`config.mk`:
```
export PLATFORM = sky130hd
export DESIGN_NAME = multicycle_controller_flat
export DESIGN_NICKNAME = d
export VERILOG_FILES = /design/src/rtl/multicycle_controller_if.sv /design/src/rtl/multicycle_controller.sv /design/src/flat_wrapper.sv
export SDC_FILE = /design/constraint.sdc
export NUM_CORES = 1
export LEC_CHECK = 0
export BUFFER_PORTS_ARGS = -buffer_cell sky130_fd_sc_hd__buf_2
export CAP_MARGIN = 20
export CORE_MARGIN = 2
export CORE_UTILIZATION = 30
export CTS_CLUSTER_SIZE = 10
export DETAILED_ROUTE_END_ITERATION = 16
export GPL_TIMING_DRIVEN = 0
export PLACE_DENSITY_LB_ADDON = 0.2
export SLEW_MARGIN = 20
export SYNTH_ARGS = -nofsm -noshare
export SYNTH_HDL_FRONTEND = slang
export SYNTH_SLANG_ARGS = --single-unit
```
`constraint.sdc`:
```
create_clock -name clk -period 2.93 [get_ports clk]
set_clock_uncertainty 0.05 [all_clocks]
set_input_delay 0.293 -clock clk [delete_from_list [all_inputs] [get_ports clk]]
set_output_delay 0.293 -clock clk [all_outputs]
set_load 0.05 [all_outputs]
```
`src/rtl/multicycle_controller_if.sv`:
```
// rtl/multicycle_controller_if.sv - instruction fields, status and datapath enables around the multicycle controller
interface multicycle_controller_if;
  logic [5:0] op;
  logic [5:0] funct;
  logic       zero;
  logic       mem_ready;
  logic       mem_req;
  logic       mem_write;
  logic       iord;
  logic       ir_write;
  logic       pc_en;
  logic [1:0] pc_src;
  logic       alu_src_a;
  logic [1:0] alu_src_b;
  logic       imm_zext;
  logic [2:0] alu_ctrl;
  logic       reg_dest;
  logic       mem_to_reg;
  logic       reg_write;
  logic       illegal;

  modport master (
    output op, funct, zero, mem_ready,
    input  mem_req, mem_write, iord, ir_write, pc_en, pc_src, alu_src_a, alu_src_b,
           imm_zext, alu_ctrl, reg_dest, mem_to_reg, reg_write, illegal
  );

  modport slave (
    input  op, funct, zero, mem_ready,
    output mem_req, mem_write, iord, ir_write, pc_en, pc_src, alu_src_a, alu_src_b,
           imm_zext, alu_ctrl, reg_dest, mem_to_reg, reg_write, illegal
  );
endinterface

```
`src/rtl/multicycle_controller.sv`:
```
// rtl/multicycle_controller.sv - control FSM sequencing the shared multicycle MIPS datapath
module multicycle_controller (
  input  logic                   clk,
  input  logic                   reset,
  multicycle_controller_if.slave bus
);
  typedef enum logic [3:0] {
    FETCH, DECODE, MEMADR, MEMRD, MEMWB, MEMWR, EXECUTE,
    ALUWB, BRANCH, ADDIEX, ORIEX, IMMWB, JUMP
  } state_t;

  typedef struct packed {
    logic       mem_req;
    logic       mem_write;
    logic       iord;
    logic [1:0] pc_src;
    logic       alu_src_a;
    logic [1:0] alu_src_b;
    logic       imm_zext;
    logic [2:0] alu_ctrl;
    logic       reg_dest;
    logic       mem_to_reg;
    logic       reg_write;
  } moore_t;

  localparam logic [5:0] OP_RTYPE = 6'b000000;
  localparam logic [5:0] OP_LW    = 6'b100011;
  localparam logic [5:0] OP_SW    = 6'b101011;
  localparam logic [5:0] OP_BEQ   = 6'b000100;
  localparam logic [5:0] OP_BNE   = 6'b000101;
  localparam logic [5:0] OP_ADDI  = 6'b001000;
  localparam logic [5:0] OP_ORI   = 6'b001101;
  localparam logic [5:0] OP_J     = 6'b000010;

  localparam logic [2:0] ALU_ADD = 3'b010;
  localparam logic [2:0] ALU_SUB = 3'b110;
  localparam logic [2:0] ALU_AND = 3'b000;
  localparam logic [2:0] ALU_OR  = 3'b001;
  localparam logic [2:0] ALU_SLT = 3'b111;

  state_t     state;
  moore_t     mo;
  logic       op_valid;
  logic       funct_valid;
  logic [2:0] funct_alu;

  always_comb begin
    op_valid = 1'b0;
    case (bus.op)
      OP_RTYPE, OP_LW, OP_SW, OP_BEQ, OP_BNE, OP_ADDI, OP_ORI, OP_J: op_valid = 1'b1;
      default: op_valid = 1'b0;
    endcase
  end

  always_comb begin
    funct_valid = 1'b1;
    funct_alu   = ALU_ADD;
    case (bus.funct)
      6'b100000: funct_alu = ALU_ADD;
      6'b100010: funct_alu = ALU_SUB;
      6'b100100: funct_alu = ALU_AND;
      6'b100101: funct_alu = ALU_OR;
      6'b101010: funct_alu = ALU_SLT;
      default:   funct_valid = 1'b0;
    endcase
  end

  function automatic state_t next_state(input state_t s, input logic [5:0] op,
                                        input logic mem_ready, input logic funct_ok);
    state_t n;
    n = FETCH;
    case (s)
      FETCH:   n = mem_ready ? DECODE : FETCH;
      DECODE: begin
        case (op)
          OP_LW, OP_SW:   n = MEMADR;
          OP_RTYPE:       n = EXECUTE;
          OP_BEQ, OP_BNE: n = BRANCH;
          OP_ADDI:        n = ADDIEX;
          OP_ORI:         n = ORIEX;
          OP_J:           n = JUMP;
          default:        n = FETCH;
        endcase
      end
      MEMADR:  n = (op == OP_SW) ? MEMWR : MEMRD;
      MEMRD:   n = mem_ready ? MEMWB : MEMRD;
      MEMWR:   n = mem_ready ? FETCH : MEMWR;
      EXECUTE: n = funct_ok ? ALUWB : FETCH;
      ADDIEX:  n = IMMWB;
      ORIEX:   n = IMMWB;
      default: n = FETCH;
    endcase
    return n;
  endfunction

  // Decoded for the state being entered so the datapath controls come straight from flops.
  function automatic moore_t moore_out(input state_t s, input logic [2:0] falu);
    moore_t m;
    m = '0;
    case (s)
      FETCH:   begin m.mem_req = 1'b1; m.alu_src_b = 2'b01; m.alu_ctrl = ALU_ADD; end
      DECODE:  begin m.alu_src_b = 2'b11; m.alu_ctrl = ALU_ADD; end
      MEMADR:  begin m.alu_src_a = 1'b1; m.alu_src_b = 2'b10; m.alu_ctrl = ALU_ADD; end
      MEMRD:   begin m.mem_req = 1'b1; m.iord = 1'b1; end
      MEMWB:   begin m.reg_write = 1'b1; m.mem_to_reg = 1'b1; end
      MEMWR:   begin m.mem_req = 1'b1; m.mem_write = 1'b1; m.iord = 1'b1; end
      EXECUTE: begin m.alu_src_a = 1'b1; m.alu_ctrl = falu; end
      ALUWB:   begin m.reg_write = 1'b1; m.reg_dest = 1'b1; end
      BRANCH:  begin m.alu_src_a = 1'b1; m.alu_ctrl = ALU_SUB; m.pc_src = 2'b01; end
      ADDIEX:  begin m.alu_src_a = 1'b1; m.alu_src_b = 2'b10; m.alu_ctrl = ALU_ADD; end
      ORIEX:   begin m.alu_src_a = 1'b1; m.alu_src_b = 2'b10; m.imm_zext = 1'b1; m.alu_ctrl = ALU_OR; end
      IMMWB:   m.reg_write = 1'b1;
      JUMP:    m.pc_src = 2'b10;
      default: m = '0;
    endcase
    return m;
  endfunction

  always_ff @(posedge clk) begin
    if (reset) begin
      state <= FETCH;
      mo    <= moore_out(FETCH, ALU_ADD);
    end else begin
      state <= next_state(state, bus.op, bus.mem_ready, funct_valid);
      mo    <= moore_out(next_state(state, bus.op, bus.mem_ready, funct_valid), funct_alu);
    end
  end

  // Strobes are masked by reset combinationally so nothing fires in the cycle reset is sampled.
  assign bus.mem_req    = mo.mem_req & ~reset;
  assign bus.mem_write  = mo.mem_write & ~reset;
  assign bus.reg_write  = mo.reg_write & ~reset;
  assign bus.iord       = mo.iord;
  assign bus.pc_src     = mo.pc_src;
  assign bus.alu_src_a  = mo.alu_src_a;
  assign bus.alu_src_b  = mo.alu_src_b;
  assign bus.imm_zext   = mo.imm_zext;
  assign bus.alu_ctrl   = mo.alu_ctrl;
  assign bus.reg_dest   = mo.reg_dest;
  assign bus.mem_to_reg = mo.mem_to_reg;

  assign bus.ir_write = ~reset & (state == FETCH) & bus.mem_ready;
  assign bus.pc_en    = ~reset & (((state == FETCH) & bus.mem_ready) |
                                  ((state == BRANCH) & (bus.zero ^ (bus.op == OP_BNE))) |
                                  (state == JUMP));
  assign bus.illegal  = ~reset & (((state == DECODE) & ~op_valid) |
                                  ((state == EXECUTE) & ~funct_valid));
endmodule

```
`src/flat_wrapper.sv`:
```
// flat-port wrapper written by rule: the top's interface ports become plain ports
module multicycle_controller_flat 
  (clk, reset, bus_op, bus_funct, bus_zero, bus_mem_ready, bus_mem_req, bus_mem_write, bus_iord, bus_ir_write, bus_pc_en, bus_pc_src, bus_alu_src_a, bus_alu_src_b, bus_imm_zext, bus_alu_ctrl, bus_reg_dest, bus_mem_to_reg, bus_reg_write, bus_illegal);
  multicycle_controller_if bus_i ();
  input  logic clk;
  input  logic reset;
  input wire logic [$bits(bus_i.op)-1:0] bus_op;
  input wire logic [$bits(bus_i.funct)-1:0] bus_funct;
  input wire logic [$bits(bus_i.zero)-1:0] bus_zero;
  input wire logic [$bits(bus_i.mem_ready)-1:0] bus_mem_ready;
  output wire logic [$bits(bus_i.mem_req)-1:0] bus_mem_req;
  output wire logic [$bits(bus_i.mem_write)-1:0] bus_mem_write;
  output wire logic [$bits(bus_i.iord)-1:0] bus_iord;
  output wire logic [$bits(bus_i.ir_write)-1:0] bus_ir_write;
  output wire logic [$bits(bus_i.pc_en)-1:0] bus_pc_en;
  output wire logic [$bits(bus_i.pc_src)-1:0] bus_pc_src;
  output wire logic [$bits(bus_i.alu_src_a)-1:0] bus_alu_src_a;
  output wire logic [$bits(bus_i.alu_src_b)-1:0] bus_alu_src_b;
  output wire logic [$bits(bus_i.imm_zext)-1:0] bus_imm_zext;
  output wire logic [$bits(bus_i.alu_ctrl)-1:0] bus_alu_ctrl;
  output wire logic [$bits(bus_i.reg_dest)-1:0] bus_reg_dest;
  output wire logic [$bits(bus_i.mem_to_reg)-1:0] bus_mem_to_reg;
  output wire logic [$bits(bus_i.reg_write)-1:0] bus_reg_write;
  output wire logic [$bits(bus_i.illegal)-1:0] bus_illegal;
  assign bus_i.op = bus_op;
  assign bus_i.funct = bus_funct;
  assign bus_i.zero = bus_zero;
  assign bus_i.mem_ready = bus_mem_ready;
  assign bus_mem_req = bus_i.mem_req;
  assign bus_mem_write = bus_i.mem_write;
  assign bus_iord = bus_i.iord;
  assign bus_ir_write = bus_i.ir_write;
  assign bus_pc_en = bus_i.pc_en;
  assign bus_pc_src = bus_i.pc_src;
  assign bus_alu_src_a = bus_i.alu_src_a;
  assign bus_alu_src_b = bus_i.alu_src_b;
  assign bus_imm_zext = bus_i.imm_zext;
  assign bus_alu_ctrl = bus_i.alu_ctrl;
  assign bus_reg_dest = bus_i.reg_dest;
  assign bus_mem_to_reg = bus_i.mem_to_reg;
  assign bus_reg_write = bus_i.reg_write;
  assign bus_illegal = bus_i.illegal;
  multicycle_controller u_core (.clk(clk), .reset(reset), .bus(bus_i));
endmodule
```
Word level (Yosys, flattened, before mapping)

Cells that the tools add are included.
W data, S select, Z words.

Register bits after elaboration: 19
Bits in latches: 0
Bits in writable memories: 0
Bits in read-only memories: 0
Input bits: 16
Output and inout bits: 18
Word-level logic and storage cells: 99
Memories: 0

Add/sub/neg operators: 0
Multipliers: 0
Divide/modulo/power cells: 0
Magnitude comparators: 0
Equality and inequality tests: 33
Shift-type cells: 0
Muxes and demuxes: 22
Bitwise logic cells: 18
Reductions and logical operators: 14

Operator list:

| operator             | number |
|---|---|
| $eq A6 B6 Y1 const B | 7 |
| $eq A4 B4 Y1 const B | 9 |
| $pmux W4 S7          | 1 |
| $eq A4 B3 Y1 const B | 6 |
| $pmux W3 S4          | 2 |
| $pmux W4 S6          | 1 |
| $eq A4 B2 Y1 const B | 4 |
| $eq A6 B3 Y1 const B | 2 |
| $eq A6 B4 Y1 const B | 2 |
| $mux W3              | 4 |
| $and A1 B1 Y1        | 11 |
| $mux W1              | 11 |
| $reduce_or A5 Y1     | 2 |
| $reduce_or A3 Y1     | 3 |
| $eq A4 B1 Y1 const B | 2 |
| $logic_not A4 Y1     | 2 |
| $reduce_or A2 Y1     | 4 |
| $reduce_or A8 Y1     | 1 |
| $eq A6 B2 Y1 const B | 1 |
| $logic_not A6 Y1     | 1 |
| $pmux W2 S3          | 1 |
| $mux W4              | 1 |
| $pmux W2 S2          | 1 |
| $reduce_or A4 Y1     | 1 |
| 3 further kinds      | 7 |

Logic depth before layout (Yosys ltp)

Depth in word-level cells: 9
Gate-level depth with buffers: 8
Mapped depth without buffers: 6

Worst setup path before layout

No wires, ideal clock.

Path kind: flip-flop to output port
Start: register u_core.state[0]
End: output port bus_ir_write
Data arrival time: 1,989 ps
Data required time: 2,587 ps
Setup slack: 598 ps
Cell stages (with the launch flop): 4
Path buffers: 1
Path through: dfxtp_1 -> clkbuf_1 -> or3_1 -> nor3b_1

Cells in the longest elaborated chain, start to end: 3

RTL lines:

| what                        | RTL line                     | source |
|---|---|---|
| from (decl)                 | multicycle_controller.sv:41  | `state_t state;` |
| from (signal assigned)      | multicycle_controller.sv:124 | `state <= next_state(state, bus.op, bus.mem_ready, funct_valid);` |
| $logic_not A4 Y1            | multicycle_controller.sv:142 | `assign bus.ir_write = ~reset & (state == FETCH) & bus.mem_ready;` |
| $and A1 B1 Y1 (2 in series) | multicycle_controller.sv:142 |  |
| to (decl)                   | flat_wrapper.sv:14           | `output wire logic [$bits(bus_i.ir_write)-1:0] bus_ir_write;` |

Every way passes these cells.

Worst setup path in the final report

Start: register u_core.state[2]
End: register u_core.mo, in the netlist u_core.bus.alu_ctrl[0]

Cells in the longest elaborated chain, start to end: 7
Elaborated cells between the ends (all ways): 20
Those cells by class: eq/ne: 13; mux: 3; reduce/logical: 4

RTL lines:

| what                                 | RTL line                     | source |
|---|---|---|
| $eq A4 B4 Y1                         | multicycle_controller.sv:72  | `case (s)` |
| $reduce_or A2 Y1 (no line)           | --                           |  |
| $pmux W4 S7 (*)                      | multicycle_controller.sv:72  |  |
| $mux W4 (*)                          | multicycle_controller.sv:120 | `if (reset) begin` |
| $eq A4 B1 Y1 (tied with other cells) | multicycle_controller.sv:100 | `case (s)` |
| $reduce_or A4 Y1 (no line)           | --                           |  |
| $pmux W3 S4 (*)                      | multicycle_controller.sv:100 |  |
| to (signal assigned)                 | multicycle_controller.sv:122 | `mo <= moore_out(FETCH, ALU_ADD);` |
| to (signal assigned)                 | multicycle_controller.sv:125 | `mo <= moore_out(next_state(state, bus.op, bus.mem_ready, funct_valid), funct_alu);` |
| to (decl)                            | multicycle_controller.sv:42  | `moore_t mo;` |

Every way passes the cells marked *; elsewhere a longest branch is shown, timed or not. The select of a mux whose other input is x is not followed.
A chain may end at the register's enable or synchronous reset.

==> results.yml <==
synth:
  async_reset_ff_share_pct: 0
  synth_flop_cell: "dfxtp_1"
  syn_inst: 152
  synth_area_leaders: "dfxtp_1 31%, nor2_1 6.1%, nor2b_1 5.1%"
  syn_area_per_cell_sq_um: 8.07
  synth.distinct_cells: 48
  ys_ff_latch: 19
  synth_area_leader_cell: "dfxtp_1"
  synth_top_area_share_pct: 31.0
  yosysSeqAreaShare_pct: 31.0
  ys_top_cells_by_count: "20 x nor2_1, 19 x dfxtp_1, 10 x nor2b_1"
  ys_warn_count: 0
  yosysMostFrequentCell: "nor2_1"
  syn_area_sq_um: 1230
  synth_fp_nets: 168
  synth-edff-count: 0
die:
  core_area_sq_um: 3970
  row_count: 23
  die_area_sq_um: 4610
  dieHeight_microns: 67.9
  floorplan.initialDensity_pct: 30.9
  die_w_microns: 67.9
  io_pins: 34
setup_path:
  endpoint_kind: "flop"
  critPathMaxStageDelay_ps: 530
  worstPathMaxFanout: 10
  cp_data_arrival_time_ps: 2450
  crit_chain: "buf_2, nor4bb_1, nand4_1, o211ai_1, nand2_1, o21ba_2, nor3_1"
  critical_path_required_ps: 3060
  path_class: "reg -> reg"
  worstSetupStartpointType: "flop"
  cp_slowest_cell: "nor4bb_1"
sta:
  min_period_over_period_pct: 79.1
  finalSetupTns_ps: 0
  maxSlewHeadroom_pct: 59.9
  hold-worst-slack_ps: 297
  finalCriticalPeriod_ps: 2320
  finalMaxSlewViolations: 0
  worst_slew_pin_slew_ps: 601
  fmax_ghz: 0.431
  finalHoldViolations: 0
  final-setup-viol-count: 0
  rsz0062_at_grt: "false"
finish:
  antenna_cells: 0
  largest_register_ffs: 4
  regMostFlops: "u_core.state"
  nNetsFinal: 205
  regArea_sq_um: 380
  final_cells: 238
  nFillCells: 431
  drive_gt1_share_pct: 29.8
  multiInputGateArea_sq_um: 742
  syn_to_final_growth_pct: 21.9
routing:
  vias: 1199
  drt_iter0_drc: 69
  drc_errors: 0
  viasPerCell: 5.04
  wl_per_cell_microns: 12.3
  dr.pass1.iters: 4
  wl_microns: 2940
  ant_nets: 0
cts:
  cts_buffers: 3
  htreeDepth: 1
  numClockSinks: 19
  cts_buffer_depth: 2
  ctsHoldBuffers: 0
  cts_setup_buffers: 0
  clk_pin_slew_ps: 70
  cts_root_buffer: "clkbuf_8"
  clock_latency_ps: 250
  cts_resized: 0
  tritoncts: "built"
global_route:
  grt_max_degree: 12
  grt_usage_pct: 13.5
  grt_first_pass_wirelength_microns: 4770
  gr-total-overflow: 0
  grt_pass1_vias: 1092
  grt_antenna_before_repair: 0
placed_design:
  gp_congestion: 0.818
  dpl.hpwl_microns: 2290
  port_buffers: 32
  dp.cells: 234
run:
  cap_viol_max_count: 0
pwr:
  ir_worst_vdd_uv: 189
  p_leak_uw: 0.000652
  p_per_area_nw_per_um2: 453
status:
  status: "finished, final reports clean"
hold_path:
  hold_path.class: "in -> reg"
-- layout by cell type (no fill, tap or decap), drive strengths merged, types with 2 or more instances in the layout --
cell type,instances
buf,41
nor2,21
dfxtp,19
nor2b,10
nand2b,9
clkbuf,9
nor3,8
a21oi,7
nand2,5
o21ai,5
nand4,4
and3,4
nor4,4
nor3b,3
a31oi,3
inv,3
o211ai,3
xnor2,2
mux2i,2
nand3,2
or4b,2
a211o,2
a31o,2
-- critical path, delay by kind of cell (launching register included) --
kind	cells	cell delay [ps]
simple gates	4	1090
compound gates	2	570
buf+inv	1	200
flops	1	330
-- per-stage QoR --
stage	cell area [sq um]	setup WS (ps)	power, uW	utilization (%)
3_5_place_dp	1450	617	498	36.5
4_1_cts	1500	635	681	37.6
5_1_grt	1500	411	711	37.6
6_report	1500	612	677	37.6
2_1_floorplan	1230	598	448	-
3_3_place_gp	1450	562	496	36.5
-- metal layers --
layer	global-route usage (%)	part of all wire [%]	routed length, microns
met3	3.62	6.0	176
met5	0	0	0
met2	22.2	47	1390
met1	17.7	46	1350
met4	3.00	0.72	21
-- cells by family after synthesis --
kind of cell | share of synthesized area [%]
flops | 31.0
compound gates | 20.9
buf+inv | 8.47
mux | 1.63
simple gates | 35.8
xor+xnor | 2.14
-- path summary, 6_finish.rpt --
| path | start | endpoint | slack [ps] | cells past startpoint |
|---|---|---|---|---|
| max | u_core.state[2] | u_core.bus.alu_ctrl[0] | 610 | 7 |
| max reg2reg | u_core.state[2] | u_core.bus.alu_ctrl[0] | 610 | 7 |
| min | reset | u_core.bus.iord | 300 | 3 |
| min reg2reg | u_core.state[2] | u_core.bus.alu_src_a | 680 | 3 |
-- cell type report --
type | count | area share, %
clock inverters | 1 | 0.335
clock buffers | 3 | 2.76
inverters | 3 | 0.753
well taps | 50 | 4.18
flip-flops and latches | 19 | 25.4
repair buffers | 32 | 10.7
plain buffers | 15 | 6.19
multi-input cells | 115 | 49.6
-- report_power, final --
group	total, uW	internal (uW)	leakage (uW)	switching (uW)
combinational	216	78.5	0.000472	138
clock	184	94.6	0.0000255	89.8
sequential	276	272	0.000154	4.31
total	677	445	0.000652	232
Note: power is estimated with default switching activity, not from simulation.
